File: config.mk
export PLATFORM = sky130hd
export DESIGN_NAME = clock_div_sequencer
export DESIGN_NICKNAME = d
export VERILOG_FILES = /design/src/rtl/clk_div_pkg.sv /design/src/rtl/div_counter.sv /design/src/rtl/clock_div_sequencer.sv
export SDC_FILE = /design/constraint.sdc
export NUM_CORES = 1
export LEC_CHECK = 0
export BUFFER_PORTS_ARGS = -buffer_cell sky130_fd_sc_hd__buf_2
export CAP_MARGIN = 15
export CORE_MARGIN = 2
export CORE_UTILIZATION = 48
export DETAILED_ROUTE_END_ITERATION = 16
export GPL_TIMING_DRIVEN = 0
export PLACE_DENSITY = 0.72
export SYNTH_ARGS = -nofsm -noshare
export SYNTH_HDL_FRONTEND = slang
export SYNTH_SLANG_ARGS = --single-unit
File: constraint.sdc
create_clock -name clk -period 2.17 [get_ports clk]
set_input_delay 0.434 -clock clk [delete_from_list [all_inputs] [get_ports clk]]
set_output_delay 0.434 -clock clk [all_outputs]
set_load 0.02 [all_outputs]
File: src/rtl/clk_div_pkg.sv
// Shared types and helpers for the counter-based clock divider.
// Holds FSM states, ratio selects and the period-boundary test.
package clk_div_pkg;

  typedef enum logic [1:0] {
    STOPPED,
    RUN,
    PEND,
    DRAIN
  } state_e;

  localparam logic [1:0] SEL_DIV2  = 2'd0;
  localparam logic [1:0] SEL_DIV4  = 2'd1;
  localparam logic [1:0] SEL_DIV8  = 2'd2;
  localparam logic [1:0] SEL_DIV16 = 2'd3;

  function automatic logic [31:0] bnd_mask(
    input logic [31:0] sel
  );
    return (32'd2 << sel) - 32'd1;
  endfunction

  // Last cycle of the high phase for the given select.
  function automatic logic at_boundary(
    input logic [31:0] cnt,
    input logic [31:0] sel
  );
    logic [31:0] m;
    m = bnd_mask(sel);
    return (cnt & m) == m;
  endfunction

endpackage

File: src/rtl/div_counter.sv
// Free-running power-of-two divide counter with tap mux.
// div_clk/div_tick are registered from next-state values.
module div_counter #(
  parameter int CNT_W = 4,
  parameter int SEL_W = 2
) (
  input  logic             clk,
  input  logic             reset,
  input  logic             inc,
  input  logic             clr,
  input  logic [SEL_W-1:0] sel,
  output logic [CNT_W-1:0] cnt,
  output logic             div_clk,
  output logic             div_tick
);

  logic [CNT_W-1:0] cnt_q;
  logic [CNT_W-1:0] cnt_d;
  logic             clk_q;
  logic             clk_d;
  logic             tick_q;
  logic             tick_d;

  always_comb begin
    cnt_d = cnt_q;
    if (clr) begin
      cnt_d = '0;
    end else if (inc) begin
      cnt_d = cnt_q + 1'b1;
    end
    clk_d  = cnt_d[sel];
    tick_d = clk_d & ~clk_q;
  end

  always_ff @(posedge clk or negedge reset) begin
    if (!reset) begin
      cnt_q  <= '0;
      clk_q  <= 1'b0;
      tick_q <= 1'b0;
    end else begin
      cnt_q  <= cnt_d;
      clk_q  <= clk_d;
      tick_q <= tick_d;
    end
  end

  assign cnt      = cnt_q;
  assign div_clk  = clk_q;
  assign div_tick = tick_q;

endmodule

File: src/rtl/clock_div_sequencer.sv
// Run/stop and ratio sequencer for the clock divider.
// All start, stop and ratio changes land on period boundaries.
module clock_div_sequencer
  import clk_div_pkg::*;
#(
  parameter int CNT_W     = 4,
  parameter int SEL_W     = 2,
  parameter int RESET_SEL = 0
) (
  input  logic             clk,
  input  logic             reset,
  input  logic             run_en,
  input  logic             cfg_valid,
  input  logic [SEL_W-1:0] cfg_sel,
  output logic             cfg_ready,
  output logic             cfg_done,
  output logic             div_clk,
  output logic             div_tick,
  output logic [SEL_W-1:0] cur_sel,
  output logic             running
);

  localparam logic [SEL_W-1:0] RST_SEL = SEL_W'(RESET_SEL);

  function automatic logic [SEL_W-1:0] clamp_sel(
    input logic [SEL_W-1:0] s
  );
    if (32'(s) > 32'(CNT_W - 1)) begin
      return SEL_W'(CNT_W - 1);
    end
    return s;
  endfunction

  state_e           state_q;
  state_e           state_d;
  logic [SEL_W-1:0] cur_sel_q;
  logic [SEL_W-1:0] cur_sel_d;
  logic [SEL_W-1:0] pend_sel_q;
  logic [SEL_W-1:0] pend_sel_d;
  logic             done_q;
  logic             done_d;

  logic             inc;
  logic             clr;
  logic             bnd;
  logic             accept;
  logic [SEL_W-1:0] req_sel;
  logic [CNT_W-1:0] cnt;

  assign cfg_ready = (state_q == STOPPED) || (state_q == RUN);
  assign accept    = cfg_valid & cfg_ready;
  assign req_sel   = clamp_sel(cfg_sel);
  assign bnd       = at_boundary(32'(cnt), 32'(cur_sel_q));

  always_comb begin
    state_d    = state_q;
    cur_sel_d  = cur_sel_q;
    pend_sel_d = pend_sel_q;
    done_d     = 1'b0;
    inc        = 1'b0;
    clr        = 1'b0;
    unique case (state_q)
      STOPPED: begin
        clr = 1'b1;
        if (accept) begin
          cur_sel_d = req_sel;
          done_d    = 1'b1;
        end
        if (run_en) begin
          state_d = RUN;
        end
      end
      RUN: begin
        inc = 1'b1;
        if (accept && (req_sel != cur_sel_q)) begin
          pend_sel_d = req_sel;
          state_d    = PEND;
        end else begin
          done_d = accept;
          if (!run_en) begin
            state_d = DRAIN;
          end
        end
      end
      PEND: begin
        inc = 1'b1;
        if (bnd) begin
          clr       = 1'b1;
          cur_sel_d = pend_sel_q;
          done_d    = 1'b1;
          state_d   = run_en ? RUN : STOPPED;
        end
      end
      DRAIN: begin
        inc = 1'b1;
        if (run_en) begin
          state_d = RUN;
        end else if (bnd) begin
          clr     = 1'b1;
          state_d = STOPPED;
        end
      end
    endcase
  end

  always_ff @(posedge clk or negedge reset) begin
    if (!reset) begin
      state_q    <= STOPPED;
      cur_sel_q  <= RST_SEL;
      pend_sel_q <= RST_SEL;
      done_q     <= 1'b0;
    end else begin
      state_q    <= state_d;
      cur_sel_q  <= cur_sel_d;
      pend_sel_q <= pend_sel_d;
      done_q     <= done_d;
    end
  end

  // Tap follows the next-state select so div_clk has no lag.
  div_counter #(
    .CNT_W(CNT_W),
    .SEL_W(SEL_W)
  ) u_cnt (
    .clk     (clk),
    .reset   (reset),
    .inc     (inc),
    .clr     (clr),
    .sel     (cur_sel_d),
    .cnt     (cnt),
    .div_clk (div_clk),
    .div_tick(div_tick)
  );

  assign cfg_done = done_q;
  assign cur_sel  = cur_sel_q;
  assign running  = (state_q != STOPPED);

endmodule

Yosys cells after proc, flatten, opt, wreduce, memory -nomap -nowiden
Index checks and enable logic that the tools add are counted.
Cells by class
  add/subtract/negate cells: 2
  magnitude comparators: 1
  eq/ne operators: 9
  shift operators: 1
  mux-type cells: 22
  bitwise logic cells: 4
  reduce and logical (&&, ||, !) cells: 7
Operators with widths (number)
  AND 4 x 32 -> 32 bit: 1
  == test 32 bit: 1
  << shifter 2 x 2 -> 32 bit (first input constant): 1
  subtractor 32 x 1 -> 32 bit (second input constant): 1
  two-way mux 2 bit: 8
  two-way mux 4 bit: 2
  one-hot mux 2 bit (4 select lines): 1
  two-way mux 1 bit: 7
  one-hot mux 1 bit (3 select lines): 2
  adder 4 x 1 -> 4 bit (second input constant): 1
  == test 2 bit (second input constant): 2
  != test 2 bit (second input constant): 2
  one-hot mux 2 bit (2 select lines): 1
  AND reduction 4 bit: 1
  < comparator 2 x 3 -> 1 bit (second input constant): 1
  != test 3 x 2 -> 1 bit (second input constant): 1
  != test 3 bit (second input constant): 1
  OR reduction 3 bit: 1
  AND 1 bit: 2
  binary-select mux 1 bit (select 2 bit): 1
  == test 2 x 1 -> 1 bit (second input constant): 1
  logical NOT 2 bit: 1
  != test 2 bit: 1
  AND reduction 2 bit: 1
  other kinds (4): 4
Word-level totals
  register bits after elaboration: 13
  bits of input ports: 6
  output and inout port bits: 7
  word-level logic and storage cells: 53

Longest topological paths before layout
Gate-level depths: netlist of run 1.
  depth after elaboration: 11
  gate-level depth with buffers: 7
  gate-level depth less buffers: 7

Cells and area by module
Synthesis of run 1 repeated with hierarchy kept, for this count alone.
Unflattened totals
  cells, all modules: 76
  area total of the unflattened synthesis: 748.2 µm²
Modules (own cells, without submodules)
  clock_div_sequencer: instances 1, cells each 45, area each 434.2 µm², seq. area each 175.2 µm²
  div_counter: instances 1, cells each 31, area each 314.1 µm², seq. area each 150.1 µm²

Worst setup path after synthesis of run 1
Ideal clock, no wire load.
  path type: reg2reg
  start point: reg cur_sel_q[0], in the netlist cur_sel[0]
  end point: reg u_cnt.tick_q, in the netlist u_cnt.div_tick
  setup time: 0.096 ns
  arrival time: 2.226 ns
  required time: 2.074 ns
  slack: -0.151 ns
  stages on the path, launching flop included: 8
  buffers on the path: 0
  clock period less this slack: 2.321 ns
  cells stage by stage: dfrtp_1 > or2_2 > ha_1 > o21a_1 > nand4_4 > o21a_1 > or4_4 > o32ai_2
On the way
  cells in the longest elaborated chain, start to end: 11
  elaborated cells between the ends (all ways): 14
  those cells by class: add/sub: 1; eq/ne: 1; shift: 1; mux: 9; bitwise: 2
RTL lines
  from (decl): line clock_div_sequencer.sv:36  | logic [SEL_W-1:0] cur_sel_q;
  from (signal assigned): line clock_div_sequencer.sv:114  | cur_sel_q <= cur_sel_d;
  << shifter 2 x 2 -> 32 bit: line clk_div_pkg.sv:20  | return (32'd2 << sel) - 32'd1;
  subtractor 32 x 1 -> 32 bit: line clk_div_pkg.sv:20
  AND 4 x 32 -> 32 bit: line clk_div_pkg.sv:30  | return (cnt & m) == m;
  == test 32 bit: line clk_div_pkg.sv:30
  two-way mux 1 bit: line clock_div_sequencer.sv:87, clock_div_sequencer.sv:98
  two-way mux 1 bit: line clock_div_sequencer.sv:96  | if (run_en) begin
  one-hot mux 1 bit (3 select lines): line clock_div_sequencer.sv:62  | unique case (state_q)
  two-way mux 4 bit: line div_counter.sv:26  | if (clr) begin
  binary-select mux 1 bit (select 2 bit) (*): line div_counter.sv:31  | clk_d = cnt_d[sel];
  two-way mux 1 bit (implied by the code) (*): line div_counter.sv:31
  AND 1 bit (*): line div_counter.sv:32  | tick_d = clk_d & ~clk_q;
  via u_cnt.tick_d: line div_counter.sv:22  | logic tick_d;
  to (signal assigned): line div_counter.sv:43  | tick_q <= tick_d;
  to (decl): line div_counter.sv:21  | logic tick_q;
Mark *: on every way through the listed nets, which the timed path passes. The rest lies on a longest branch. The select of a mux whose other input is x is not followed.
A chain may end at the register's enable or synchronous reset.

Worst setup path after layout of run 1
  start point: reg cur_sel_q[0], in the netlist cur_sel[0]
  end point: reg u_cnt.tick_q, in the netlist u_cnt.div_tick
On the way
  elaborated cells between the ends (all ways): 14
  those cells by class: add/sub: 1; eq/ne: 1; shift: 1; mux: 9; bitwise: 2
RTL lines
  << shifter 2 x 2 -> 32 bit: line clk_div_pkg.sv:20
  subtractor 32 x 1 -> 32 bit: line clk_div_pkg.sv:20
  AND 4 x 32 -> 32 bit: line clk_div_pkg.sv:30
  == test 32 bit: line clk_div_pkg.sv:30
  two-way mux 2 bit: line clock_div_sequencer.sv:87  | if (bnd) begin
  one-hot mux 2 bit (2 select lines) (*): line clock_div_sequencer.sv:62
  via cur_sel_d[0]: line clock_div_sequencer.sv:37  | logic [SEL_W-1:0] cur_sel_d;
  binary-select mux 1 bit (select 2 bit) (*): line div_counter.sv:31
  two-way mux 1 bit (implied by the code) (*): line div_counter.sv:31
  AND 1 bit (*): line div_counter.sv:32
  via u_cnt.tick_d: line div_counter.sv:22
Marks and branches as above.

==> reports/qor.log, run 1 <==
qor: outcome.outcome completed
qor: clock_tree.clock_tree.htree_level_count 1
qor: synth.synth-seq-cells 13
qor: drt.drtAntennaViolNets 0
qor: power_and_ir_drop.power.density 1700 nW/um^2
qor: synth.yosys.cell_count.top_type dfrtp_1
qor: synth.yosysWarnings 0
qor: timing.final-max-slew-violation-count 0
qor: drt.vias 609
qor: synth.xor_xnor_fraction_of_synth_area 4.36%
qor: die.die-area 2020 um^2
qor: synth.synth_top_family_by_area simple AND/OR/NAND/NOR gates
qor: power_and_ir_drop.sw_frac_of_total 43.3%
qor: grt.grt_antenna_before_repair 0
qor: drt.detail_route.drc_violations 0
qor: setup_path.crit_path_start_kind register
qor: grt.global_route_wire_length_before_repair 2.59 mm
qor: drt.route.detailed.vias_per_inst 5.49
qor: timing.timing.clock.skew 0.0121 ns
qor: synth.sequential_element_share_of_the_synthesized_area 40.5%
qor: clock_tree.clock_sinks 13
qor: drt.detailedRoute.firstPassIterationCount 3
qor: clock_tree.cts_buffer_depth 2
qor: die.i_o_pin_count 13
qor: synth.synth_top_cells_by_count dfrtp_1 (13), nor2_1 (9), inv_1 (4), nand2_1 (4), xnor2_1 (3)
qor: grt.gr-usage-all-layers 17.5%
qor: grt.grt_pass1_vias 594
qor: synth.synth_top_flop_cell dfrtp_1
qor: place.post-dp-hpwl 1.12 mm
qor: place.globalplace.congestion 0.803
qor: die.floorplan.rows 14
qor: synth.avgSynthCellArea 11.0 um^2
qor: timing.grt_setup_unrepaired yes
qor: synth.synth_top_cell_by_area dfrtp_1
qor: die.floorplan.initialDensity 52.1%
qor: synth.post_syn_nets 81
qor: synth.yosys-top-cells-area dfrtp_1 (40%), nor2_1 (4.2%), mux2_4 (3.7%)
qor: power_and_ir_drop.power_report.internal_total 0.971 mW
qor: timing.slew_headroom 78.4%
qor: timing.final.period_utilization 98.9%
qor: synth.async_reset_ff_share 100%
qor: timing.fin_setup_tns 0 ns
qor: timing.fmaxAchievable 466 MHz
qor: synth.postSynthCellCount 73
qor: clock_tree.ctsRootBufferMaster clkbuf_4
qor: power_and_ir_drop.power.share.combinational 64.9%
qor: grt.grt_start_max_net_pins 14
qor: clock_tree.tritoncts built
qor: clock_tree.cts.hold.buffers_added 0
qor: synth.yosysTopAreaCellShare 40.5%
qor: power_and_ir_drop.pwr-share-clk 8.8%
qor: drt.routed_wl 1.53 mm
qor: timing.hold_violation_total_from_the_final_report 0
qor: drt.initialDrtViolationCount 6
qor: synth.synth_area_in_simple_gates 21.7%
qor: drt.routed_wire_length_per_instance 13.7 um
qor: cells_and_area.area_grow_syn2layout 25.7%
qor: synth.post_synth_num_cell_types 38
qor: power_and_ir_drop.switching_power 0.742 mW
qor: setup_path.cp_data_required_time 2.36 ns
qor: die.die_w 44.9 um
qor: cells_and_area.finalNetCount 104
qor: place.io_buffers 12
qor: cells_and_area.drive_above_1_share 47.4%
qor: flow_run.cap_violations 0
qor: timing.setup_viol 0
qor: setup_path.crit_path_end_kind register
qor: synth.synth-edff-count 0
qor: synth.synth_fa_ha_area_share 3.12%
qor: grt.grt_remaining_overflow 0
qor: die.fp.dieH 44.9 um
qor: setup_path.worst-endpoint-arrival 2.33 ns
qor: clock_tree.worst_setup_hold_path_clk_slew 0.09 ns
qor: clock_tree.number_of_clock_buffers_inserted_by_tritoncts 3
qor: clock_tree.insertion_delay 0.28 ns
qor: place.worst_setup_timing_slack_at_the_placement_stage -0.0565 ns
qor: power_and_ir_drop.power 1.71 mW
qor: cells_and_area.inserted_diodes 0
qor: power_and_ir_drop.vdd_drop_max 0.962 mV
qor: timing.postLayoutSetupSlackWorst 0.0243 ns
qor: synth.syn-cell-area 803 um^2
qor: power_and_ir_drop.share_seq_of_total_power 26.4%
qor: timing.timing.final.crit_period 2.15 ns
qor: synth.muxShareOfSynthArea 10.6%
qor: die.floorplan.core_area 1540 um^2
qor: power_and_ir_drop.leakage_power 0.445 nW
qor: setup_path.maximum_net_fanout_on_the_critical_path 4
qor: synth.synth_compound_area_share 16.0%
qor: timing.tightestPinTransition 0.321 ns
qor: setup_path.crit_path_class reg -> reg
qor: min_path.worst_hold_path_type in -> async
worst paths after layout:
path / start / cells past startpoint / slack [ns] / end
worst max-delay path: cur_sel[0]$_DFF_PN0_ / 7 / 0.02 / u_cnt.div_tick$_DFF_PN0_
worst min-delay path: reset / 1 / 0.02 / u_cnt.cnt[3]$_DFF_PN0_
worst max register to register: cur_sel[0]$_DFF_PN0_ / 7 / 0.02 / u_cnt.div_tick$_DFF_PN0_
worst min register to register: pend_sel_q[1]$_DFFE_PN0P_ / 1 / 0.52 / pend_sel_q[1]$_DFFE_PN0P_
max in group asynchronous: reset / 1 / 1.91 / cur_sel[1]$_DFF_PN0_
min in group clk: cfg_sel[1] / 2 / 0.43 / pend_sel_q[1]$_DFFE_PN0P_
layer usage:
layer,up-vias,GRT usage [%],share of wire (%)
li1,309,-,-
met1,293,25.3,50
met2,5,26.7,47
met3,2,2.40,1.6
met4,0,7.06,0.66
met5,-,0,0
stage by stage:
step	hold WS [ns]	instance area, um^2	std cells	util (%)
6_report	0.0201	1010	111	65.5
5_1_grt	0.0385	1010	111	65.5
4_1_cts	0.0348	972	109	63.1
3_5_place_dp	0.336	908	101	58.9
3_3_place_gp	0.334	908	101	58.9
2_1_floorplan	0.138	828	73	-
sequential cells by signal (all words and copies together), names as in the netlist:
register        count
u_cnt.cnt           4
cur_sel             2
pend_sel_q          2
state_q             2
cfg_done            1
u_cnt.div_clk       1
u_cnt.div_tick      1
placed cells by master (no fill, tap or decap), types with 2 or more instances in the layout:
cell type	count
clkbuf_4	3
nor2_1	9
o22ai_1	2
dfrtp_2	2
nand2b_1	2
buf_2	12
mux2_1	2
buf_4	6
xnor2_1	3
inv_1	4
nand2_1	4
mux2_4	2
dfrtp_1	11
a21oi_1	2
cell type report:
| class | count | area [um^2] |
|---|---|---|
| clock inverter | 1 | 5.00 |
| clock buffer | 3 | 22.5 |
| buffer | 1 | 11.3 |
| multi-input combinational | 54 | 499 |
| sequential | 13 | 328 |
| tap | 16 | 20.0 |
| timing repair buffer | 18 | 105 |
| fill | 131 | 532 |
| inverter | 5 | 18.8 |
power by group through the flow:
stage | Combinational, mW | Clock, mW | Sequential (mW)
6_report | 1.11 | 0.150 | 0.451
5_1_grt | 1.20 | 0.165 | 0.468
4_1_cts | 1.03 | 0.151 | 0.449
3_5_place_dp | 0.924 | 0 | 0.487
3_3_place_gp | 0.911 | 0 | 0.482
2_1_floorplan | 0.705 | 0 | 0.509
worst max-delay path, cell delays in order (launching register included):
cell,delay (ns)
dfrtp_2,0.42
or2_4,0.26
ha_4,0.21
o21a_4,0.22
nand4_4,0.10
mux2i_4,0.31
mux2_4,0.34
o32ai_2,0.20
cells by family after synthesis:
family | count (synthesis)
adder cells (fa/ha/maj) | 2
buffers and inverters | 6
AO/OA/AOI/OAI | 15
multiplexers | 6
XOR/XNOR | 4
flip-flops | 13
AND/OR/NAND/NOR | 27
timing repair:
action                                  4_1_cts  5_1_grt
setup buffers                                 4        2
pin swaps                                     0        1
gates resized for setup                       1        3
endpoints found under the setup margin        2        2
No activity file was read; power rests on OpenSTA's default activity.
==> inputs of run 2 (changes only) <==
- clock period: 2.17 -> 1.9 ns (I/O delays scaled with it)
==> run 2 against run 1 <==
  * The flow now finishes with violations (negative setup slack)
  * Register-to-register slack got worse by 0.21 ns
  * Clock skew fell by 0.0061 ns
  * Via count rose by 0.99%
  * Sequential power rose by 16%
  * First-iteration DRC count did not move
  * Power rose by 12%
  * Largest cell class unchanged
  * Cell count did not move
  * Hold slack improved by 0.34 ns
  * Maximum frequency rose by 2.7%
  * Global-route usage rose by 0.36 points
==> reports/qor.log, run 2 (synthesis results as in run 1) <==
qor: cells_and_area.final.fill_count 126
qor: setup_path.worst-endpoint-arrival 2.27 ns
qor: clock_tree.ctsRootBufferMaster clkbuf_4
qor: power_and_ir_drop.leakage_power 0.442 nW
qor: die.i_o_pin_count 13
qor: drt.drtAntennaViolNets 0
qor: place.dpl.cell_count 101
qor: clock_tree.worst_setup_hold_path_clk_slew 0.08 ns
qor: die.floorplan.initialDensity 52.1%
qor: drt.topRoutingLayerUsed met4
qor: power_and_ir_drop.sw_frac_of_total 43.5%
qor: outcome.outcome finished with violations
qor: timing.grt_setup_unrepaired yes
qor: setup_path.cp_data_required_time 2.08 ns
qor: clock_tree.number_of_clock_buffers_inserted_by_tritoncts 3
qor: drt.detailroute.wirelength.met3 41 um
qor: grt.gr-usage-all-layers 17.9%
qor: cells_and_area.layout.cells.non_filler 111
qor: setup_path.crit_path_class reg -> reg
qor: grt.grt_pass1_vias 607
qor: timing.postLayoutSetupSlackWorst -0.188 ns
qor: cells_and_area.commonest_cells_after_routing_fill_and_taps_aside buf_2 (12), dfrtp_1 (11), nor2_1 (7), buf_4 (5)
qor: setup_path.worst-r2r-cell-count 7
qor: power_and_ir_drop.power.density 1890 nW/um^2
qor: place.globalplace.congestion 0.783
qor: clock_tree.clock_tree.htree_level_count 1
qor: setup_path.cpPeakStageDelay 0.41 ns
qor: flow_run.cap_violations 0
qor: cells_and_area.area_grow_syn2layout 26.8%
qor: power_and_ir_drop.power.share.combinational 64.2%
qor: grt.grt_antenna_before_repair 0
qor: setup_path.path_cells or2_4 > ha_4 > o21a_4 > nand4_4 > mux2i_4 > mux2_4 > o32ai_2
qor: min_path.worst_hold_path_type in -> reg
qor: drt.routed_wl 1.53 mm
qor: outcome.violated_checks negative setup slack
qor: clock_tree.clock_sinks 13
qor: power_and_ir_drop.power 1.92 mW
qor: drt.routed_wire_length_per_instance 13.8 um
qor: grt.grt_remaining_overflow 0
qor: power_and_ir_drop.power_report.internal_total 1.09 mW
qor: die.die-area 2020 um^2
qor: clock_tree.tritoncts built
qor: setup_path.reg2reg_from cur_sel[1]$_DFF_PN0_
qor: timing.slew_headroom 80.4%
qor: die.floorplan.core_area 1540 um^2
qor: power_and_ir_drop.share_seq_of_total_power 27.1%
qor: die.fp.dieH 44.9 um
qor: setup_path.crit_path_top_delay_cell dfrtp_2
qor: timing.timing.final.crit_period 2.09 ns
qor: setup_path.crit_path_start_kind register
qor: timing.hold_violation_total_from_the_final_report 0
qor: drt.route.met2.wl 712 um
qor: drt.route.detailed.vias_per_inst 5.54
qor: setup_path.crit-reg2reg-capture u_cnt.div_tick$_DFF_PN0_
qor: timing.final-max-slew-violation-count 0
qor: cells_and_area.largest_register_ffs 4
qor: setup_path.reg2reg_slack -0.19 ns
qor: timing.setup_viol 2
qor: timing.tightestPinTransition 0.294 ns
qor: setup_path.maximum_net_fanout_on_the_critical_path 3
qor: place.placedInstanceArea 908 um^2
qor: place.post-dp-hpwl 1.17 mm
qor: cells_and_area.final_common_cell buf_2
qor: setup_path.crit_path_end_kind register
qor: die.floorplan.rows 14
qor: cells_and_area.post-route-cell-area 1020 um^2
qor: grt.grt_start_max_net_pins 14
qor: timing.fmaxAchievable 479 MHz
qor: setup_path.cp-endpoint u_cnt.div_tick$_DFF_PN0_
qor: drt.initialDrtViolationCount 6
qor: power_and_ir_drop.pwr-share-clk 8.7%
qor: drt.wl_met1 761 um
qor: timing.timing.clock.skew 0.00598 ns
qor: setup_path.worstSetupStartpoint cur_sel[1]$_DFF_PN0_
qor: clock_tree.cts_buffer_depth 2
qor: power_and_ir_drop.switching_power 0.837 mW
qor: timing.final.period_utilization 110%
qor: clock_tree.insertion_delay 0.27 ns
qor: grt.global_route_wire_length_before_repair 2.59 mm
qor: cells_and_area.drive_above_1_share 47.4%
qor: die.die_w 44.9 um
qor: cells_and_area.finalNetCount 104
qor: drt.vias 615
qor: drt.detail_route.drc_violations 0
qor: cells_and_area.inserted_diodes 0
qor: place.io_buffers 12
qor: drt.detailedRoute.firstPassIterationCount 4
qor: power_and_ir_drop.vdd_drop_max 0.999 mV
-- run 2: cell types whose count changed in the layout (fill, tap and decap cells not counted), sizes merged --
cell,before,now
buf,19,18
dlygate4sd3,0,1
clkbuf,3,4
clkinv,1,0
-- run 2: what timing repair did --
| item | in CTS | in global routing |
|---|---|---|
| setup buffers | 5 | 0 |
| hold buffers | 1 | 0 |
| pin swaps | 2 | 0 |
| endpoints found under the setup margin | 3 | 4 |
| hold endpoints to repair | 13 | 0 |
| gates resized for setup | 4 | 3 |
-- run 2: how the worst min path moves through the flow --
stage | start | to | slack (ns) | cells past startpoint
after floorplan | reset | cfg_done$_DFF_PN0_ | 0.08 | 0
after global placement | reset | u_cnt.cnt[3]$_DFF_PN0_ | 0.28 | 1
after detailed placement | reset | u_cnt.cnt[3]$_DFF_PN0_ | 0.28 | 1
after CTS | cfg_sel[0] | pend_sel_q[0]$_DFFE_PN0P_ | 0.36 | 2
after global routing | cfg_sel[0] | pend_sel_q[0]$_DFFE_PN0P_ | 0.37 | 2
final | cfg_sel[0] | pend_sel_q[0]$_DFFE_PN0P_ | 0.36 | 2
-- run 2: area by class of cell --
type	count	area, um^2	share of cell area, %
Buffer	1	11.3	1.11
Clock buffer	4	26.3	2.58
Inverter	5	18.8	1.84
Multi-Input combinational cell	54	507	49.8
Sequential cell	13	328	32.2
Tap cell	16	20.0	1.97
Timing Repair Buffer	18	108	10.6
-- run 2: through the flow --
step	TNS [ns]	worst slack, ns	util [%]	hold slack [ns]
global placement	-0.691	-0.323	58.9	0.277
CTS	-0.348	-0.207	65.1	0.358
global route	-0.449	-0.252	66.1	0.368
detailed placement	-0.721	-0.330	58.9	0.284
finish	-0.324	-0.188	66.1	0.364
floorplan	-0.433	-0.247	-	0.0844
-- run 2: power by group through the flow --
stage	registers, mW	clock network [mW]	logic, mW
after CTS	0.517	0.176	1.21
final	0.522	0.167	1.24
after global placement	0.549	0	1.04
after detailed placement	0.558	0	1.06
after global routing	0.541	0.189	1.34
after floorplan	0.581	0	0.805
-- run 2: layer usage --
layer / GRT usage [%] / up-vias
met3: 3.60 / 2
met4: 8.82 / 0
li1: - / 309
met5: 0 / -
met2: 26.4 / 8
met1: 25.1 / 296
-- run 2: worst max-delay path, delay by kind of cell, from the launching register on --
family	cells	cell delay, ns
muxes	2	0.63
adders and majority gates	1	0.21
DFF	1	0.41
AOI/OAI and AO/OA	2	0.40
and+or+nand+nor	2	0.35
